===== src/rtl/i4001_rom_arbiter.sv =====
// Round-robin arbiter sharing one registered-read ROM among up to eight i4001 requesters.
// One grant per edge; a requester granted at one edge is masked at the next one.
module i4001_rom_arbiter #(
  parameter int NUM_REQ = 4
) (
  input  logic                   sysclk,
  input  logic                   reset,
  input  logic [NUM_REQ-1:0]     req,
  input  logic [12*NUM_REQ-1:0]  req_addr,
  output logic [NUM_REQ-1:0]     ack,
  output logic [2:0]             rsp_id,
  output logic [7:0]             rsp_data,
  output logic [11:0]            rom_addr,
  input  logic [7:0]             rom_data
);

  logic [2:0]         r_last_grant;
  logic               r_inflight_valid;
  logic [2:0]         r_inflight_id;
  logic [11:0]        r_rom_addr;
  logic [NUM_REQ-1:0] r_ack;
  logic [2:0]         r_rsp_id;

  logic [NUM_REQ-1:0] w_eligible;
  logic [NUM_REQ-1:0] w_ack_next;
  logic               w_grant;
  logic [2:0]         w_winner;
  logic [11:0]        w_win_addr;
  logic [2:0]         w_last_grant_next;
  logic [2:0]         w_inflight_id_next;
  logic [11:0]        w_rom_addr_next;
  logic [2:0]         w_rsp_id_next;

  // Index reached by stepping k places past base, wrapping at NUM_REQ.
  // base < NUM_REQ and k <= NUM_REQ, so a single subtraction is enough.
  function automatic logic [2:0] rr_index(input logic [2:0] base, input int k);
    int s;
    s = int'(base) + k;
    if (s >= NUM_REQ) s = s - NUM_REQ;
    return s[2:0];
  endfunction

  generate
    for (genvar gi = 0; gi < NUM_REQ; gi++) begin : g_req
      assign w_eligible[gi] = req[gi] & ~(r_inflight_valid & (r_inflight_id == 3'(gi)));
      assign w_ack_next[gi] = r_inflight_valid & (r_inflight_id == 3'(gi));
    end
  endgenerate

  always_comb begin
    w_grant    = 1'b0;
    w_winner   = r_last_grant;
    w_win_addr = r_rom_addr;
    for (int k = 1; k <= NUM_REQ; k++) begin
      for (int i = 0; i < NUM_REQ; i++) begin
        if (!w_grant && w_eligible[i] && (rr_index(r_last_grant, k) == 3'(i))) begin
          w_grant    = 1'b1;
          w_winner   = 3'(i);
          w_win_addr = req_addr[12*i +: 12];
        end
      end
    end
  end

  // With no winner, address and pointer hold so the ROM keeps its last byte.
  always_comb begin
    w_last_grant_next  = r_last_grant;
    w_inflight_id_next = r_inflight_id;
    w_rom_addr_next    = r_rom_addr;
    w_rsp_id_next      = r_rsp_id;
    if (w_grant) begin
      w_last_grant_next  = w_winner;
      w_inflight_id_next = w_winner;
      w_rom_addr_next    = w_win_addr;
    end
    if (r_inflight_valid) w_rsp_id_next = r_inflight_id;
  end

  always_ff @(posedge sysclk) begin
    if (reset) begin
      r_last_grant     <= 3'(NUM_REQ - 1);
      r_inflight_valid <= 1'b0;
      r_inflight_id    <= 3'd0;
      r_rom_addr       <= 12'd0;
      r_ack            <= '0;
      r_rsp_id         <= 3'd0;
    end else begin
      r_last_grant     <= w_last_grant_next;
      r_inflight_valid <= w_grant;
      r_inflight_id    <= w_inflight_id_next;
      r_rom_addr       <= w_rom_addr_next;
      r_ack            <= w_ack_next;
      r_rsp_id         <= w_rsp_id_next;
    end
  end

  assign ack      = r_ack;
  assign rsp_id   = r_rsp_id;
  assign rom_addr = r_rom_addr;
  assign rsp_data = rom_data;

endmodule


===== config.mk =====
export PLATFORM = sky130hd
export DESIGN_NAME = i4001_rom_arbiter
export DESIGN_NICKNAME = d
export VERILOG_FILES = /design/src/rtl/i4001_rom_arbiter.sv
export SDC_FILE = /design/constraint.sdc
export NUM_CORES = 1
export LEC_CHECK = 0
export CAP_MARGIN = 0
export CORE_MARGIN = 5
export CORE_UTILIZATION = 54
export CTS_BUF_LIST = sky130_fd_sc_hd__clkbuf_8
export CTS_CLUSTER_DIAMETER = 80
export CTS_CLUSTER_SIZE = 40
export DETAILED_ROUTE_END_ITERATION = 10
export PLACE_DENSITY = 0.89
export SYNTH_ARGS = -nofsm -noshare
export SYNTH_HDL_FRONTEND = slang
export SYNTH_SLANG_ARGS = --single-unit
export TNS_END_PERCENT = 50

===== constraint.sdc =====
create_clock -name sysclk -period 6.35 [get_ports sysclk]
set_clock_uncertainty 0.2 [all_clocks]
set_input_delay 0.9525 -clock sysclk [delete_from_list [all_inputs] [get_ports sysclk]]
set_output_delay 0.9525 -clock sysclk [all_outputs]
set_load 0.05 [all_outputs]

Yosys cells after proc, flatten, opt, wreduce, memory -nomap -nowiden --
Index checks and enable logic that the tools add are counted.
Operators by class: add/subtract/negate cells 8, multiply operators 0, div/mod/pow operators 0, magnitude comparators 4, equality and inequality tests 15, shift operators 0, mux-type cells 52, bitwise logic cells 12, reductions and logical operators 53
Operators with widths (count):
- 12-bit two-way mux | 16
- 3-bit two-way mux | 20
- 1-bit logical AND | 31
- 3-bit by 2-bit == test with 1-bit output, second input constant | 10
- 4-bit by 3-bit greater-or-equal comparator with 1-bit output, second input constant | 4
- 1-bit two-way mux | 16
- 16-bit nonzero test | 1
- 3-bit by 1-bit == test with 1-bit output, second input constant | 5
- 1-bit zero test | 15
- 3-bit zero test | 5
- 3-bit subtractor, second input constant | 4
- 3-bit by 2-bit adder with 4-bit output, second input constant | 2
- 1-bit AND | 8
- 3-bit by 1-bit adder with 4-bit output, second input constant | 1
- 3-bit by 3-bit adder with 4-bit output, second input constant | 1
- 1-bit inverter | 4
- 2-bit AND reduction | 1
Word-level totals: bits in registers 26, bits in latches 0, bits in writable memories 0, ROM bits 0, bits of input ports 62, memories kept 0

Logic depth before layout (Yosys ltp) --
Gate-level depths: netlist of the first run.
depth in word-level cells 67, depth in mapped cells 11, gate-level depth less buffers 7

Worst setup path before layout of the first run --
Ideal clock, no wire load.
path type input to register, start point input req[3], end point register r_rom_addr[10] (netlist: rom_addr[10]), setup time 79 ps, data arrival time 2486 ps, required time 6071 ps, path slack 3585 ps, stages on the path 9, cells stage by stage buf_2 inv_2 o21ai_0 o22a_1 o221a_2 buf_6 or3_4 a21o_1 o211ai_1
On the way: longest elaborated chain between the ends 53
Ends and longest elaborated chain:
- start: declaration | line 8 | input logic [NUM_REQ-1:0] req,
- 1-bit AND * | line 45 | assign w_eligible[gi] = req[gi] & ~(r_inflight_valid & (r_inflight_id == 3'(gi)));
- 1-bit logical AND (2 in a row) | line 56 | if (!w_grant && w_eligible[i] && (rr_index(r_last_grant, k) == 3'(i))) begin
- 1-bit two-way mux | line 56
- 1-bit zero test | line 56
- 1-bit logical AND (2 in a row) | line 56
- 1-bit two-way mux | line 56
- 1-bit zero test | line 56
- 1-bit logical AND (2 in a row) | line 56
- (+32 left out)
- 1-bit two-way mux | line 56
- 1-bit zero test | line 56
- 1-bit logical AND (2 in a row) | line 56
- 1-bit two-way mux | line 56
- 1-bit zero test | line 56
- 1-bit logical AND (2 in a row) | line 56
- 16-bit nonzero test (no line) / 1-bit two-way mux (equally long branches)
- 2-bit AND reduction (no line)
- end signal: assignment | line 91 | r_rom_addr <= w_rom_addr_next;
- end: declaration | line 20 | logic [11:0] r_rom_addr;
Every way passes the cells marked *; elsewhere a longest branch is shown, timed or not. A chain may end at the register's enable or synchronous reset.

Worst setup path after layout of the first run --
start point input req[1], end point register r_rom_addr[5] (netlist: rom_addr[5])
On the way: longest elaborated chain between the ends 61
Ends and longest elaborated chain (line):
- 1-bit AND * | 45
- 1-bit logical AND (2 in a row) | 56
- 1-bit two-way mux | 56
- 1-bit zero test | 56
- 1-bit logical AND (2 in a row) | 56
- 1-bit two-way mux | 56
- 1-bit zero test | 56
- 1-bit logical AND (2 in a row) | 56
- (+40 left out)
- 1-bit two-way mux | 56
- 1-bit zero test | 56
- 1-bit logical AND (2 in a row) | 56
- 1-bit two-way mux | 56
- 1-bit zero test | 56
- 1-bit logical AND (2 in a row) | 56
- 16-bit nonzero test (no line) / 1-bit two-way mux (equally long branches)
- 2-bit AND reduction (no line)
Marked as above.

==> results_dict.tcl, run 1 <==
set metrics [dict create \
    status "complete, no violations" \
    hold_ws_ns 0.290 \
    p_per_area_nw_per_um2 213 \
    p_leak_nw 1.35 \
    grt_pass1_vias 4083 \
    final_layout_size_suffix_gt1_frac 0.0671 \
    drt_iter0_drc 615 \
    insertion_delay_ns 0.28 \
    yosysMostFrequentCell "nand2_1" \
    cts_root_buffer "clkbuf_8" \
    synth_top_area_share 0.146 \
    synth_common_cells "66 x nand2_1, 38 x nor2_1, 30 x a21oi_1" \
    final_nets 555 \
    async_flop_share 0 \
    final_core_util 0.670 \
    post-route-min-period_ns 3.95 \
    hpwl_um 8940 \
    syn_area_per_cell_um2 6.86 \
    synth.distinct_cells 69 \
    ys_seq_elements 23 \
    num-fill-cells 523 \
    synth_fp_nets 521 \
    multi_input_area_um2 2350 \
    post_cts_buffers 0 \
    finalMaxSlewViolations 0 \
    wl_per_cell_um 23.6 \
    vias 4285 \
    synth_warnings 0 \
    grt_pass1_wl_um 20700 \
    power_frac_clock 0.133 \
    synth_top_area_cell "dfxtp_1" \
    worst_ep_arrival_time_ns 3.95 \
    via_per_inst 7.60 \
    hold_path.class "reg2reg" \
    gr-total-overflow 0 \
    dr.pass1.iters 5 \
    cp_max_fo 11 \
    end_kind "register" \
    fmax_mhz 253 \
    seq_area_frac_synth 0.146 \
    synth_enable_flop_cells 0 \
    dieArea_um2 7460 \
    ant_nets 0 \
    cts.path.max_buffers 2 \
    setup-tns-final_ns 0 \
    synthFlopType "dfxtp_1" \
    p_seq_frac 0.251 \
    die_width_um 86.4 \
    post_cts_resized 0 \
    synth_area_leaders "dfxtp_1 15%, nand2_1 7.9%, a21oi_1 4.8%" \
    diodes 0 \
    p_comb_frac 0.616 \
    cts_tree "done" \
    core_region_area_um2 5570 \
    finalHoldViolCount 0 \
    p_sw_mw 0.392 \
    required_ns 6.35 \
    seqCellArea_um2 460 \
    syn_inst 459 \
    max_cap_violations 0 \
    timing.max_slew.rel_slack 0.216 \
    worstSetupStartpointType "input port" \
    p_int_mw 0.404 \
    cts-hold-fix-buffers 0 \
    grt_usage 0.345 \
    rsz0062_at_grt "no" \
    finalSetupViolations 0 \
    num_rows 27 \
    drc 0 \
    port_buffers 71 \
    synthesis.area_um2 3150 \
    routabilityCongestion 1.02 \
    totalWireLength_um 13300 \
    worst_pin_slew_ns 1.17 \
    p_sw_frac 0.492 \
    io_pins 89 \
    path_class "in2reg" \
    start_util 0.565 \
    cts_buffers 3 \
    finalPower_mw 0.796 \
    antenna_found_initial 0 \
    die_h_um 86.4 \
    areaGrowthSynthToFinish_pct 18.7 \
    finalCritPeriodShare 0.621 \
    grt_max_degree 27 \
    ir_worst_vdd_v 0.000141 \
    cts.sink_count 23 \
    clkSlewWorstSetupHoldPaths_ns 0.11 \
    htreeDepth 1 \
]
==> layout make-up <==
cell class | count | area share
Clock inverter | 1 | 0.00134
Sequential cell | 23 | 0.123
Tap cell | 72 | 0.0241
Multi-Input combinational cell | 379 | 0.629
Timing Repair Buffer | 77 | 0.202
Inverter | 9 | 0.00904
Clock buffer | 3 | 0.0110
==> critical path, stage by stage <==
cell and delay (ns):
clkdlybuf4s50_1 0.65, nor3b_2 0.70, nand2_1 0.54, a211oi_1 0.43, a2bb2oi_1 0.28, o211ai_1 0.13
a31o_1 0.26
==> worst paths after layout <==
| kind | start | endpoint | slack, ns | cells after the start |
|---|---|---|---|---|
| max reg2reg | r_inflight_id[1]$_SDFFE_PP0P_ | rom_addr[10]$_SDFFE_PP0P_ | 2.66 | 7 |
| min reg2reg | rsp_id[0]$_SDFFE_PP0P_ | rsp_id[0]$_SDFFE_PP0P_ | 0.29 | 2 |
| min | rsp_id[0]$_SDFFE_PP0P_ | rsp_id[0]$_SDFFE_PP0P_ | 0.29 | 2 |
| max | req[1] | rom_addr[5]$_SDFFE_PP0P_ | 2.40 | 7 |
==> layer usage <==
metal  up-vias  part of all wire  track usage
met5         -                 0            0
met4         0             0.051        0.191
met3        86              0.15       0.0903
met2       455              0.44        0.531
met1      1943              0.36        0.434
li1       1801                 -            -
==> per-stage QoR <==
stage | worst slack [ns] | instance area (um^2) | instances
2_1_floorplan | 3.58 | 3150 | 459
5_1_grt | 2.39 | 3740 | 564
3_3_place_gp | 2.35 | 3690 | 560
3_5_place_dp | 2.30 | 3690 | 560
6_report | 2.40 | 3740 | 564
4_1_cts | 2.63 | 3740 | 564
==> kinds of logic after synthesis <==
kind of cell / Yosys count / synth area share
and+or+nand+nor: 183 / 0.290
buffers and inverters: 57 / 0.107
xor gates and xnor gates: 1 / 0.00278
muxes: 10 / 0.0338
DFF: 23 / 0.146
AOI/OAI and AO/OA: 184 / 0.419
other: 1 / 0.00119
==> sequential cells by signal (all words and copies together), names as in the netlist <==
register	count
ack	4
r_inflight_id	2
r_inflight_valid	1
r_last_grant	2
rom_addr	12
rsp_id	2
==> layout by cell type (no fill, tap or decap), types with 4 or more instances in the layout <==
cell type and n:
clkdlybuf4s50_1 71, nand2_1 66, nor2_1 38, a21oi_1 30, dfxtp_1 23, o21ai_0 22
nand3_1 17, o22ai_1 15, o211ai_1 14, a211oi_1 13, nor3_1 13, a2bb2oi_1 11
nand2b_1 10, and3_1 9, inv_1 8, a31oi_1 8, a221oi_1 7, a22oi_1 7
buf_4 6, o21ai_1 5, mux2_2 5, o221ai_1 5, mux2i_1 5, nor2b_1 4
o21a_1 4, o32ai_1 4, a211o_1 4, o311a_1 4, o2111ai_1 4
==> power groups by stage <==
stage	Combinational (mW)	Sequential, mW	Clock, mW
final	0.491	0.200	0.106
after global routing	0.513	0.203	0.113
after CTS	0.476	0.198	0.103
after detailed placement	0.473	0.201	0
after global placement	0.467	0.200	0
after floorplan	0.286	0.259	0
No activity file was read; power rests on OpenSTA's default activity.
==> run 2, diff against run 1 <==
--- a/config.mk
+++ b/config.mk
@@ -7,12 +7,12 @@
 export LEC_CHECK = 0
 export CAP_MARGIN = 0
 export CORE_MARGIN = 5
-export CORE_UTILIZATION = 54
+export CORE_UTILIZATION = 45
 export CTS_BUF_LIST = sky130_fd_sc_hd__clkbuf_8
 export CTS_CLUSTER_DIAMETER = 80
 export CTS_CLUSTER_SIZE = 40
 export DETAILED_ROUTE_END_ITERATION = 10
-export PLACE_DENSITY = 0.89
+export PLACE_DENSITY = 0.79
 export SYNTH_ARGS = -nofsm -noshare
 export SYNTH_HDL_FRONTEND = slang
 export SYNTH_SLANG_ARGS = --single-unit
==> constraint.sdc (replaced) <==
create_clock -name sysclk -period 3.55 [get_ports sysclk]
set_clock_uncertainty 0.2 [all_clocks]
set_input_delay 0.5325 -clock sysclk [delete_from_list [all_inputs] [get_ports sysclk]]
set_output_delay 0.5325 -clock sysclk [all_outputs]
set_load 0.05 [all_outputs]
==> run 2 against run 1 <==
Die area increased by 18%. Sequential share of layout area decreased by 0.57 points. Clock power increased by 82%. Register-to-register slack got worse by 2.0 ns. Critical path type unchanged. Critical endpoint unchanged.
==> results_dict.tcl, run 2 (synthesized netlist as in run 1, its figures left out) <==
set metrics [dict create \
    finalHoldViolCount 0 \
    hold_path.class "reg2reg" \
    finalSetupViolations 0 \
    hold_start "rsp_id[1]$_SDFFE_PP0P_" \
    insertion_delay_ns 0.29 \
    clkSlewWorstSetupHoldPaths_ns 0.11 \
    areaGrowthSynthToFinish_pct 24.4 \
    cts_buffers 3 \
    grt_usage 0.285 \
    seqCellArea_um2 460 \
    cp-startpoint "req[3]" \
    totalWireLength_um 12600 \
    multi_input_area_um2 2350 \
    drc 0 \
    routabilityCongestion 1.03 \
    layout_common_cells "71 x clkdlybuf4s50_1, 66 x nand2_1, 38 x nor2_1" \
    antenna_found_initial 0 \
    post_cts_resized 0 \
    finalCritPeriodShare 0.859 \
    rsz0062_at_grt "no" \
    p_per_area_nw_per_um2 365 \
    io_pins 89 \
    vias 4111 \
    final_nets 575 \
    rrSetupSlack_ns 0.66 \
    reg2regPathDepth 7 \
    cts.path.max_buffers 2 \
    reg2reg_to "rom_addr[9]$_SDFFE_PP0P_" \
    p_leak_nw 1.44 \
    p_sw_mw 0.686 \
    layout_commonest_cell "clkdlybuf4s50_1" \
    fmax_mhz 328 \
    drt_iter0_drc 574 \
    worst_ep_arrival_time_ns 3.09 \
    gr-total-overflow 0 \
    p_int_mw 0.746 \
    holdPathEnd "rsp_id[1]$_SDFFE_PP0P_" \
    drt-met1-wl_um 4930 \
    worst_pin_slew_ns 0.720 \
    core_region_area_um2 6790 \
    required_ns 3.59 \
    ir_worst_vdd_v 0.000198 \
    grt_pass1_vias 3955 \
    final_core_util 0.577 \
    num_rows 30 \
    cts_root_buffer "clkbuf_8" \
    grt_max_degree 22 \
    worstSetupStartpointType "input port" \
    num-fill-cells 643 \
    min_path_cells 2 \
    max_cap_violations 0 \
    via_per_inst 6.76 \
    ant_nets 0 \
    cts.sink_count 23 \
    r2r-start "r_last_grant[1]$_SDFFE_PP1P_" \
    cp_max_fo 9 \
    dr.pass1.iters 5 \
    port_buffers 71 \
    power_frac_clock 0.135 \
    p_seq_frac 0.242 \
    hold_ws_ns 0.282 \
    cts_tree "done" \
    post_cts_buffers 0 \
    status "complete, no violations" \
    wl_met2_um 5700 \
    diodes 0 \
    end_kind "register" \
    wl_per_cell_um 20.7 \
    dieArea_um2 8770 \
    setup-tns-final_ns 0 \
    path_class "in2reg" \
    die_width_um 93.6 \
    timing.max_slew.rel_slack 0.520 \
    post-route-min-period_ns 3.05 \
    die_h_um 93.6 \
    grt_pass1_wl_um 20100 \
    hpwl_um 9030 \
    finalMaxSlewViolations 0 \
    largest_reg_flops 12 \
    p_comb_frac 0.623 \
    p_sw_frac 0.479 \
    route.top_layer_used "met4" \
    htreeDepth 1 \
    cts-hold-fix-buffers 0 \
    final_layout_size_suffix_gt1_frac 0.104 \
    dr_wl_met3_um 1340 \
    start_util 0.463 \
]
==> run 2: metal layers <==
layer  GRT usage  up-vias
met5           0        -
met4       0.166        0
met3      0.0539       68
met2       0.462      321
met1       0.351     1871
li1            -     1851
==> run 2: power groups by stage <==
stage                     logic [mW]  clock network, mW  registers [mW]
after floorplan                0.512                  0           0.463
after global placement         0.863                  0           0.348
after detailed placement       0.874                  0           0.351
after CTS                      0.878              0.193           0.345
after global routing           0.952              0.204           0.354
final                          0.892              0.193           0.347
==> run 2: through the flow <==
stage	instances	worst slack [ns]	area, um^2	total power [mW]
2_1_floorplan	459	1.20	3150	0.974
3_3_place_gp	604	0.378	3870	1.21
3_5_place_dp	604	0.252	3870	1.23
4_1_cts	608	0.574	3920	1.42
5_1_grt	608	0.336	3920	1.51
6_report	608	0.500	3920	1.43
==> run 2: worst max path at each step <==
| stage | slack (ns) | end |
|---|---|---|
| floorplan | 1.20 | rom_addr[10]$_SDFFE_PP0P_ |
| global placement | 0.38 | rom_addr[3]$_SDFFE_PP0P_ |
| detailed placement | 0.25 | rom_addr[5]$_SDFFE_PP0P_ |
| CTS | 0.57 | rom_addr[5]$_SDFFE_PP0P_ |
| global route | 0.34 | rom_addr[5]$_SDFFE_PP0P_ |
| finish | 0.50 | rom_addr[5]$_SDFFE_PP0P_ |
==> run 2: worst max-delay path, cell delays in order <==
cell and delay, ns:
clkdlybuf4s50_1 0.68, inv_2 0.14, nor2_1 0.48, nor2_1 0.23, nand2_1 0.32, nor2_1 0.07, a2111oi_0 0.46, a31o_1 0.17
==> run 2: area by class of cell <==
class                   instances  share of cell area
clock buffers                   3              0.0105
repair buffers                 97               0.231
clock inverters                 1             0.00128
inverters                       9             0.00862
flip-flops and latches         23               0.118
well taps                      96              0.0307
multi-input cells             379               0.600
